File: src/rtl/acc_stream_arbiter.sv
// Packet-level round-robin merge of NUM_ACCS AXI-Stream inputs into one output
// through a one-deep register slice; tid is carried through untouched.
module acc_stream_arbiter #(
  parameter int NUM_ACCS    = 4,
  parameter int ACCID_WIDTH = 4,
  parameter int DATA_WIDTH  = 64,
  parameter int DEST_WIDTH  = 3
) (
  input  logic                              aclk,
  input  logic                              aresetn,
  input  logic [NUM_ACCS*DATA_WIDTH-1:0]    in_tdata,
  input  logic [NUM_ACCS*DEST_WIDTH-1:0]    in_tdest,
  input  logic [NUM_ACCS*ACCID_WIDTH-1:0]   in_tid,
  input  logic [NUM_ACCS-1:0]               in_tlast,
  input  logic [NUM_ACCS-1:0]               in_tvalid,
  output logic [NUM_ACCS-1:0]               in_tready,
  output logic [DATA_WIDTH-1:0]             out_tdata,
  output logic [DEST_WIDTH-1:0]             out_tdest,
  output logic [ACCID_WIDTH-1:0]            out_tid,
  output logic                              out_tlast,
  output logic                              out_tvalid,
  input  logic                              out_tready,
  output logic [ACCID_WIDTH-1:0]            grant_idx
);

  typedef enum logic {S_IDLE, S_LOCKED} state_t;

  state_t                  state_q, state_d;
  logic [ACCID_WIDTH-1:0]  grant_q, grant_d;
  logic [ACCID_WIDTH-1:0]  last_grant_q, last_grant_d;
  logic [DATA_WIDTH-1:0]   data_q, data_d;
  logic [DEST_WIDTH-1:0]   dest_q, dest_d;
  logic [ACCID_WIDTH-1:0]  tid_q, tid_d;
  logic                    last_q, last_d;
  logic                    valid_q, valid_d;

  logic                    sel_valid, sel_last;
  logic [DATA_WIDTH-1:0]   sel_data;
  logic [DEST_WIDTH-1:0]   sel_dest;
  logic [ACCID_WIDTH-1:0]  sel_tid;
  logic                    slot_ready, accept;
  logic                    found_hi, found_lo;
  logic [ACCID_WIDTH-1:0]  idx_hi, idx_lo, pick_idx;

  // Fields of the currently granted input.
  always_comb begin
    sel_valid = 1'b0;
    sel_last  = 1'b0;
    sel_data  = '0;
    sel_dest  = '0;
    sel_tid   = '0;
    for (int i = 0; i < NUM_ACCS; i++) begin
      if (grant_q == ACCID_WIDTH'(i)) begin
        sel_valid = in_tvalid[i];
        sel_last  = in_tlast[i];
        sel_data  = in_tdata[i*DATA_WIDTH +: DATA_WIDTH];
        sel_dest  = in_tdest[i*DEST_WIDTH +: DEST_WIDTH];
        sel_tid   = in_tid[i*ACCID_WIDTH +: ACCID_WIDTH];
      end
    end
  end

  assign slot_ready = (state_q == S_LOCKED) && (!valid_q || out_tready);
  assign accept     = slot_ready && sel_valid;

  always_comb begin
    in_tready = '0;
    for (int i = 0; i < NUM_ACCS; i++) begin
      in_tready[i] = slot_ready && (grant_q == ACCID_WIDTH'(i));
    end
  end

  // Rotating priority: lowest requester above last_grant wins, else wrap to the lowest overall.
  always_comb begin
    found_hi = 1'b0;
    found_lo = 1'b0;
    idx_hi   = '0;
    idx_lo   = '0;
    for (int j = NUM_ACCS - 1; j >= 0; j--) begin
      if (in_tvalid[j]) begin
        if (ACCID_WIDTH'(j) > last_grant_q) begin
          found_hi = 1'b1;
          idx_hi   = ACCID_WIDTH'(j);
        end else begin
          found_lo = 1'b1;
          idx_lo   = ACCID_WIDTH'(j);
        end
      end
    end
    pick_idx = found_hi ? idx_hi : idx_lo;
  end

  always_comb begin
    state_d      = state_q;
    grant_d      = grant_q;
    last_grant_d = last_grant_q;
    case (state_q)
      S_IDLE: begin
        if (found_hi || found_lo) begin
          grant_d = pick_idx;
          state_d = S_LOCKED;
        end
      end
      S_LOCKED: begin
        if (accept && sel_last) begin
          last_grant_d = grant_q;
          state_d      = S_IDLE;
        end
      end
      default: state_d = S_IDLE;
    endcase
  end

  always_comb begin
    data_d  = data_q;
    dest_d  = dest_q;
    tid_d   = tid_q;
    last_d  = last_q;
    valid_d = valid_q;
    if (accept) begin
      data_d  = sel_data;
      dest_d  = sel_dest;
      tid_d   = sel_tid;
      last_d  = sel_last;
      valid_d = 1'b1;
    end else if (valid_q && out_tready) begin
      valid_d = 1'b0;
    end
  end

  always_ff @(posedge aclk or negedge aresetn) begin
    if (!aresetn) begin
      state_q      <= S_IDLE;
      grant_q      <= '0;
      last_grant_q <= ACCID_WIDTH'(NUM_ACCS - 1);
      data_q       <= '0;
      dest_q       <= '0;
      tid_q        <= '0;
      last_q       <= 1'b0;
      valid_q      <= 1'b0;
    end else begin
      state_q      <= state_d;
      grant_q      <= grant_d;
      last_grant_q <= last_grant_d;
      data_q       <= data_d;
      dest_q       <= dest_d;
      tid_q        <= tid_d;
      last_q       <= last_d;
      valid_q      <= valid_d;
    end
  end

  assign out_tdata  = data_q;
  assign out_tdest  = dest_q;
  assign out_tid    = tid_q;
  assign out_tlast  = last_q;
  assign out_tvalid = valid_q;
  assign grant_idx  = grant_q;

endmodule

File: config.mk
export PLATFORM = sky130hd
export DESIGN_NAME = acc_stream_arbiter
export DESIGN_NICKNAME = d
export VERILOG_FILES = /design/src/rtl/acc_stream_arbiter.sv
export SDC_FILE = /design/constraint.sdc
export NUM_CORES = 1
export LEC_CHECK = 0
export CAP_MARGIN = 15
export CORE_AREA = 2 2 145 147
export CTS_CLUSTER_DIAMETER = 100
export DETAILED_ROUTE_END_ITERATION = 7
export DIE_AREA = 0 0 147 149
export SYNTH_ARGS = -nofsm -noshare
export SYNTH_HDL_FRONTEND = slang
export SYNTH_SLANG_ARGS = --single-unit
export TNS_END_PERCENT = 50
File: constraint.sdc
create_clock -name aclk -period 5.59 [get_ports aclk]
set_input_delay 0.559 -clock aclk [delete_from_list [all_inputs] [get_ports aclk]]
set_output_delay 0.559 -clock aclk [all_outputs]
set_load 0.03 [all_outputs]
==> run metrics, run 1 <==
Post-Place Cells 912; Pre-Repair DR Iteration Count 4; arrival time worst endpoint 2.90 ns; Std-Cell Rows 53; vias in the first global route 4649; RePlAce Congestion a little under 0.9; total gr overflow 0; Final Setup Violations 0; top cells by count, synth 76 x dfrtp_1, 72 x mux4_2, 50 x mux2_4; post-route clock period utilization 0.619; Post-route DRC 0; Yosys warning total 0; Slew Viols, Final 0; worst skew pair latency 0.34 ns; RSZ-0062 raised after global routing no; CTS H-tree lvls 3; die width between 100 and 150 um; Cell Area, Synth 0.00505 sq mm; share of layout cells above drive strength 1 0.251; CTS max path bufs 2; largest net degree at the start of global routing 80; post-detailed-routing wire length 17700 um; clock sink count 78; Final Critical Period 3.46 ns; crit end category primary output; status finished clean; Post-synth EDFFs 0; initial core utilization 0.246; number of nets in the layout between 900 and 1000; Pleak 3.63 nW; max cap viols 0; Final Hold Vio Count 0; Slew HR 0.307; Seq/Total Area, Yosys 0.387; f_max 289 MHz; I/O pins 376; CP required about 5.0 ns; Distinct cells, synth 33; Die ar. approximately 0.022 sq mm; CTS Buf Count 9; Avg Cell Area, Syn 17.6 sq um; Yosys top cell area share 0.376; most frequent cell after synthesis dfrtp_1; post-DP HPWL 14200 um; clock transition at the registers of the reported paths 0.06 ns; Hold WC Path Type in2async; Routed WL per cell about 19 um; Antenna diodes 0; PortBufs approximately 370; core region area just over 0.02 sq mm; first-pass GRT wire length between 20000 and 30000 um; Setup crit start kind flip-flop; Setup TNS 0 ns; Layout area overhead 82.3%; PostCTS Resize Cnt 0; root buffer cell clkbuf_16; CTS tree built; Post-CTS Setup Bufs 0; crit-path cells buf_4 -> clkdlybuf4s50_1; Synth area leaders dfrtp_1 38%, mux4_2 32%, mux2_4 15%; initial antenna violation count 0; worst-path fanout max 45; Worst Path Class, Setup reg2out; Slowest-stage cell, CP dfrtp_4; Die Span Y approximately 150 um; launch point of the worst reg-to-reg path grant_idx[0]; reg2reg path depth 4; reg2reg end out_tdata[60]; Worst Tran Pin Value 1.04 ns; routed vias 4157; asr flop ratio synth 1.00; antenna-violating nets left 0; gr usage total 0.159; Main synth FF type dfrtp_1; via density per instance 4.48; Synth Register Bits 78; max incr delay on CP around 0.85 ns; Final Non-Filler Cells 928; DR iter-0 viols 142; hold buffer count at cts 0; Yosys top cell by area dfrtp_1; power per cell area 530 mW/mm^2; Mapped Cells 287; R2R Setup Slk 2.38 ns; peak supply drop 453 uV; Final Skew 0.00790 ns
[state kept, by name, indices dropped and copies added (netlist names)]
| register | cells |
|---|---|
| out_tdest | 3 |
| out_tdata | 64 |
| grant_idx | 2 |
| last_grant_q | 2 |
| state_q | 1 |
| out_tlast | 1 |
| out_tvalid | 1 |
| out_tid | 4 |
[worst max path at each step]
stage                             from            end  depth (start not counted)  slack (ns)
after floorplan           grant_idx[1]   in_tready[2]                          4        3.05
after global routing      grant_idx[0]   grant_idx[0]                          2        1.89
after global placement    in_tvalid[3]  out_tdata[54]                          5        2.33
after detailed placement  in_tvalid[3]  out_tdata[60]                          5        2.24
final                     grant_idx[0]   grant_idx[0]                          2        2.13
after CTS                 grant_idx[0]   grant_idx[0]                          2        2.04
[per-layer routing]
layer,vias to the layer above,track usage,routed length (um)
li1,1879,-,-
met1,2051,0.178,6540
met2,209,0.286,9240
met3,18,0.0563,1580
met4,0,0.0438,293
met5,-,0,0
[cell families after synthesis]
logic type | Yosys count | share of synthesized area
compound gates | 11 | 0.0156
buf+inv | 31 | 0.0525
flops | 78 | 0.387
mux | 146 | 0.523
other cells | 1 | 0.000742
simple gates | 20 | 0.0220
[power breakdown]
group          switching (mW)  internal [mW]
logic                    1.43           1.76
clock network           0.228          0.344
registers               0.236          0.883
[final cells by class]
cell class              instances  area (sq um)
inverters                       3          11.3
well taps                     275           344
repair buffers                377          3760
clock inverters                 6          62.6
clock buffers                  10           229
multi-input cells             179          2850
flip-flops and latches         78          1960
fillers                      1877         11300
[layout by cell type (no fill, tap or decap)]
| master | synthesis | final |
|---|---|---|
| clkdlybuf4s50_1 | 0 | 372 |
| dfrtp_1 | 76 | 74 |
| mux4_2 | 72 | 72 |
| mux2_4 | 50 | 50 |
| mux2_2 | 16 | 16 |
| clkbuf_16 | 0 | 9 |
| mux2_1 | 7 | 7 |
| nand2_1 | 5 | 5 |
| buf_4 | 6 | 5 |
| nor3_1 | 3 | 3 |
| inv_1 | 3 | 3 |
| a21oi_1 | 3 | 3 |
| nor2_1 | 3 | 3 |
| clkinvlp_4 | 0 | 3 |
| nand2b_1 | 2 | 2 |
| nor3b_1 | 2 | 2 |
| o2bb2ai_1 | 2 | 2 |
| conb_1 | 1 | 2 |
| clkinv_2 | 0 | 2 |
| dfrtp_4 | 0 | 2 |
| dfstp_2 | 2 | 2 |
| and4_1 | 1 | 1 |
| or4_1 | 1 | 1 |
| mux2i_1 | 1 | 1 |
| or2_2 | 1 | 1 |
| nand3_4 | 0 | 1 |
| a21o_1 | 1 | 1 |
| o21a_1 | 1 | 1 |
| a211oi_1 | 1 | 1 |
| nor2b_1 | 1 | 1 |
| o32a_1 | 1 | 1 |
| o21ai_0 | 1 | 1 |
| a221oi_1 | 1 | 1 |
| bufinv_16 | 0 | 1 |
| clkbuf_1 | 7 | 1 |
[per-stage QoR]
step           utilization  cell area [sq um]  hold WS [ns]  worst slack, ns  power [mW]
2_1_floorplan            -               5060         0.263             3.05        3.34
3_3_place_gp         0.434               8920         0.463             2.33        4.31
3_5_place_dp         0.434               8920         0.483             2.24        4.35
4_1_cts              0.448               9220         0.197             2.04        4.96
5_1_grt              0.448               9220         0.228             1.89        5.16
6_report             0.448               9220         0.193             2.13        4.88
[critical path: cells and delay by family (launching register included)]
family / cells / cell delay, ns
flip-flops: 1 / 0.85
buffers and inverters: 2 / 1.59
(Power assumes the default switching activity.)
==> inputs of run 2 (changes only) <==
--- a/config.mk
+++ b/config.mk
@@ -6,10 +6,10 @@
 export NUM_CORES = 1
 export LEC_CHECK = 0
 export CAP_MARGIN = 15
-export CORE_AREA = 2 2 145 147
+export CORE_AREA = 2 2 147 149
 export CTS_CLUSTER_DIAMETER = 100
 export DETAILED_ROUTE_END_ITERATION = 7
-export DIE_AREA = 0 0 147 149
+export DIE_AREA = 0 0 149 151
 export SYNTH_ARGS = -nofsm -noshare
 export SYNTH_HDL_FRONTEND = slang
 export SYNTH_SLANG_ARGS = --single-unit
==> constraint.sdc (replaced) <==
create_clock -name aclk -period 3.25 [get_ports aclk]
set_input_delay 0.325 -clock aclk [delete_from_list [all_inputs] [get_ports aclk]]
set_output_delay 0.325 -clock aclk [all_outputs]
set_load 0.03 [all_outputs]
==> run 2 against run 1 <==
Effect of this change: count of clock-buffer cells in the layout is 1 higher; sequential share of layout area is 0.23 points lower; power is 76% higher; cell count is 0.32% higher; utilization is 0.096 points lower; critical endpoint is now in_tready[3]; sequential power is 71% higher; combinational power is 74% higher; clock power is 100% higher; hold slack better by 0.29 ns; routed wire length is 3.5% higher; register-to-register slack worse by 1.5 ns.
==> run metrics, run 2 (synthesis results as in run 1) <==
Clk pwr share 0.134 (+0.017); Die Span Y 151 um (+1.3%); routed vias 4233 (+1.8%); Slew HR 0.600 (+0.293); share of layout cells above drive strength 1 0.252 (+0.000376); RSZ-0062 raised after global routing no; post-detailed-routing wire length 18300 um (+3.5%); sequential share of power 0.223 (-0.006); WHS 0.480 ns (+0.288 ns); Setup crit start kind flip-flop; gr usage total 0.158 (-0.000266); Final Critical Period 2.55 ns; Post-route DRC 0 (unchanged); worst-path fanout max 80 (+78%); Routed WL per cell 19.6 um (+3.2%); CTS tree built; Post-CTS Setup Bufs 0 (unchanged); Antenna diodes 0 (unchanged); CP required 2.92 ns (-2.11 ns); Area after DPL 0.00896 sq mm (+0.45%); CTS H-tree lvls 3 (unchanged); Pint 5.31 mW (+78%); Worst Path Class, Setup reg2out; most common cell after layout, fill and taps aside clkdlybuf4s50_1; RePlAce Congestion 0.820 (-5.8%); Std-Cell Rows 53 (unchanged); PortBufs 373 (unchanged); commonest non-fill, non-tap cells in the layout 372 x clkdlybuf4s50_1, 74 x dfrtp_1, 72 x mux4_2; Worst Tran Pin Value 0.600 ns (-0.439 ns); worst skew pair latency 0.34 ns (about the same); arrival time worst endpoint 2.23 ns (-0.67 ns); I/O pins 376 (unchanged); f_max 391 MHz; Slowest-stage cell, CP clkdlybuf4s50_1; Pre-Repair DR Iteration Count 4 (unchanged); clock sink count 78 (unchanged); Final Setup Violations 0 (unchanged); Setup TNS 0 ns (unchanged); initial antenna violation count 0 (unchanged); fillers 1862 (-0.80%); Sw Share 0.384 (-0.00440); met1 Use GR 0.184 (+0.00546); Final Skew 0.00822 ns (+0.000320 ns); total gr overflow 0 (unchanged); core region area 0.0208 sq mm (+1.3%); CTS Buf Count 9 (unchanged); GR Layer Usage met2 0.282 (-0.00458); Final Hold Vio Count 0 (unchanged); Layout area overhead 84.3%; Worst path top cell family by delay buffers and inverters; Switch Pwr 3.31 mW (+74%); CTS max path bufs 2 (unchanged); busiest grt layer met2; crit-path cells buf_12 -> and4_1 -> clkdlybuf4s50_1; Die ar. 0.0225 sq mm (+2.7%); largest net degree at the start of global routing 81 (+1.3%); peak supply drop 553 uV (+22%); power per cell area 925 mW/mm^2 (+75%); antenna-violating nets left 0 (unchanged); Power Total 8.61 mW (+76%); Register Area 0.00196 sq mm (unchanged); initial core utilization 0.243 (-0.00313); post-route clock period utilization 0.786; DR iter-0 viols 121 (-15%); number of nets in the layout 946 (+0.32%); multi-input logic area 0.00285 sq mm (unchanged); first-pass GRT wire length 27100 um (+2.3%); Hold WC Path Type reg2reg; die width 149 um (+1.4%); post-DP HPWL 14800 um (+4.3%); crit end category primary output; status finished clean; clock transition at the registers of the reported paths 0.06 ns (about the same); GR met3 Demand/Resource 0.0398 (-0.0165); final std cell area, no fill 0.00932 sq mm (+1.1%); root buffer cell clkbuf_16; Pleak 3.69 nW (+1.5%); Slew Viols, Final 0 (unchanged); max incr delay on CP 0.67 ns (-0.18 ns); via density per instance 4.55 (+1.5%); WP buf/inv 2 (unchanged); Comb pwr share 0.644 (-0.009); vias in the first global route 4770 (+2.6%); max FFs per register 64 (unchanged); max cap viols 0 (unchanged)
run 2: changes by cell type in the layout (fill, tap and decap cells not counted):
cell	previous run	this run
dlygate4sd3_1	0	1
clkinv_2	2	0
clkbuf_1	1	2
clkinvlp_4	3	0
clkinv_4	0	2
buf_12	0	2
bufinv_16	1	3
run 2: metrics by stage:
| stage | setup slack (ns) | std cells | util |
|---|---|---|---|
| 4_1_cts | 0.621 | 931 | 0.447 |
| 5_1_grt | 0.506 | 931 | 0.447 |
| 3_3_place_gp | 0.712 | 914 | 0.431 |
| 6_report | 0.696 | 931 | 0.447 |
| 2_1_floorplan | 0.948 | 288 | - |
| 3_5_place_dp | 0.653 | 914 | 0.431 |
run 2: final cells by class:
type | instances | area share
well taps | 275 | 0.0369
repair buffers | 380 | 0.409
multi-input cells | 179 | 0.306
clock buffers | 11 | 0.0250
inverters | 3 | 0.00121
flip-flops and latches | 78 | 0.211
clock inverters | 5 | 0.0116
run 2: tightest hold or removal path, stage by stage, from the launching register on:
cell,delay [ns]
dfrtp_1,0.34
nand2_1,0.05
nand2_1,0.06
run 2: routing by layer:
layer  wire length [um]  up-vias
li1                   -     1886
met1               6980     2116
met2               9420      205
met3               1460       26
met4                421        0
met5                  0        -
run 2: final timing paths:
kind	from	end	slack (ns)	cells after the start
setup / recovery	grant_idx[0]	in_tready[3]	0.70	3
hold / removal	out_tlast	out_tlast	0.48	2
setup reg to reg	grant_idx[1]	out_tdata[39]	0.87	4
hold reg to reg	out_tlast	out_tlast	0.48	2
max in group asynchronous	aresetn	out_tdata[51]	1.91	3
min in group asynchronous	aresetn	out_tid[2]	0.51	2
run 2: power by group through the flow:
stage	sequential (mW)	clock, mW	combinational, mW
global placement	1.92	0	5.53
CTS	1.93	1.19	5.63
finish	1.92	1.15	5.54
floorplan	2.74	0	3.00
detailed placement	1.93	0	5.60
global route	1.99	1.24	5.84
run 2: timing repair:
item,4_1_cts,5_1_grt
hold buffers,1,0
resized for setup,0,0
hold endpoints to repair,34,0
==> inputs of run 3 (changes only) <==
==> constraint.sdc (replaced) <==
create_clock -name aclk -period 2.3 [get_ports aclk]
set_input_delay 0.23 -clock aclk [delete_from_list [all_inputs] [get_ports aclk]]
set_output_delay 0.23 -clock aclk [all_outputs]
set_load 0.03 [all_outputs]
==> run 3 against run 2 <==
Effect of this change: global-route usage up 0.33 points; clock power rose by 23%; clock skew hardly changed; critical path type unchanged; first-iteration DRC count rose by 33%; count of clock-buffer cells in the layout stayed put; sequential cell count is the same; non-clock buffer count increased by 7; worst setup slack got worse by 0.55 ns.
==> run metrics, run 3 (synthesis results as in run 1) <==
status finished clean; post-DP HPWL 15400 um (+4.0%); clock sink count 78 (unchanged); DR iter-0 viols 161 (+33%); Std-Cell Rows 53 (unchanged); antenna-violating nets left 0 (unchanged); core region area 0.0208 sq mm (unchanged); initial antenna violation count 0 (unchanged); Hold WC Path Type in2async; worst skew pair latency 0.34 ns (about the same); Setup TNS 0 ns (unchanged); routed vias 4249 (+0.38%); die width 149 um (unchanged); commonest non-fill, non-tap cells in the layout 369 x clkdlybuf4s50_1, 74 x dfrtp_1, 72 x mux4_2; Post-route DRC 0 (unchanged); max cap viols 0 (unchanged); crit end category primary output; PortBufs 373 (unchanged); power per cell area 1290 mW/mm^2 (+40%); Setup crit start kind flip-flop; clock transition at the registers of the reported paths 0.06 ns (about the same); setup ws final 0.142 ns (-0.554 ns); CTS Buf Count 9 (unchanged); pre-CTS WS 0.113 ns (-0.540 ns); Final Critical Period 2.16 ns; post-detailed-routing wire length 18600 um (+1.8%); Pleak 3.77 nW (+2.2%); root buffer cell clkbuf_16; I/O pins 376 (unchanged); Antenna diodes 0 (unchanged); arrival time worst endpoint 1.93 ns (-0.30 ns); number of nets in the layout 953 (+0.74%); Die Span Y 151 um (unchanged); first-pass GRT wire length 27600 um (+1.7%); CTS max path bufs 2 (unchanged); Final Skew 0.00858 ns (+0.000368 ns); Routed WL per cell 19.9 um (+1.2%); CTS tree built; post-route clock period utilization 0.938; Pre-Repair DR Iteration Count 4 (unchanged); final std cell area, no fill 0.00939 sq mm (+0.78%); max FFs per register 64 (unchanged); Worst Path Class, Setup reg2out; f_max about 460 MHz; Final Hold Vio Count 0 (unchanged); Die ar. 0.0225 sq mm (unchanged); Slew Viols, Final 0 (unchanged); share of layout cells above drive strength 1 0.260 (+0.00829); RSZ-0062 raised after global routing no; total gr overflow 0 (unchanged); vias in the first global route 4843 (+1.5%); Layout area overhead 85.7%; Final Setup Violations 0 (unchanged); worst-path fanout max 37 (-54%); CP required 2.07 ns (-0.85 ns); peak supply drop 864 uV (+56%); Area after DPL 0.00908 sq mm (+1.3%); largest net degree at the start of global routing 43 (-47%); initial core utilization 0.243 (unchanged); via density per instance 4.53 (-0.26%); most common cell after layout, fill and taps aside clkdlybuf4s50_1; Power Total 12.1 mW (+41%); CTS H-tree lvls 3 (unchanged); gr usage total 0.162 (+0.00325); RePlAce Congestion 0.787 (-4.1%)
==> run 3: report_power, final <==
group	switching (mW)	total, mW	internal [mW]
Combinational	3.67	8.11	4.44
Clock	0.545	1.41	0.860
Sequential	0.458	2.61	2.15
==> run 3: final cells by class <==
type                    instances  area (sq um)
repair buffers                387          3930
inverters                       3          11.3
clock buffers                  11           243
fillers                      1908         11400
multi-input cells             179          2850
clock inverters                 4          47.5
well taps                     275           344
flip-flops and latches         78          1960
==> run 3: worst paths after layout <==
kind	cells after the start	slack (ns)	startpoint	to
max	3	0.14	grant_idx[0]	in_tready[0]
min	2	0.41	aresetn	out_tdata[11]
max reg2reg	4	0.35	grant_idx[0]	out_tdata[44]
min reg2reg	2	0.49	out_tlast	out_tlast
max in group asynchronous	3	1.25	aresetn	out_tdata[0]
min in group aclk	2	0.49	out_tlast	out_tlast
==> run 3: stage by stage <==
| stage | hold WS (ns) | utilization | std cells |
|---|---|---|---|
| floorplan | -0.0656 | - | 288 |
| global placement | 0.218 | 0.436 | 921 |
| detailed placement | 0.234 | 0.436 | 921 |
| CTS | 0.435 | 0.450 | 937 |
| global route | 0.481 | 0.451 | 937 |
| finish | 0.414 | 0.451 | 937 |
==> run 3: metal layers <==
metal | global-route usage | wire, um
met4 | 0.0576 | 432
met3 | 0.0416 | 1470
met2 | 0.293 | 9700
met1 | 0.185 | 7010
met5 | 0 | 0
==> run 3: what timing repair did <==
action | 4_1_cts | 5_1_grt
resized for setup | 0 | 3
hold buffers | 1 | 0
setup endpoints to repair | 0 | 3
endpoints found under the hold margin | 34 | 0
setup buffers | 0 | 0
==> run 3: critical path, cell delays in order, from the launching register on <==
cell             delay (ns)
dfrtp_4                0.50
buf_12                 0.20
nor3_1                 0.19
clkdlybuf4s50_1        0.69
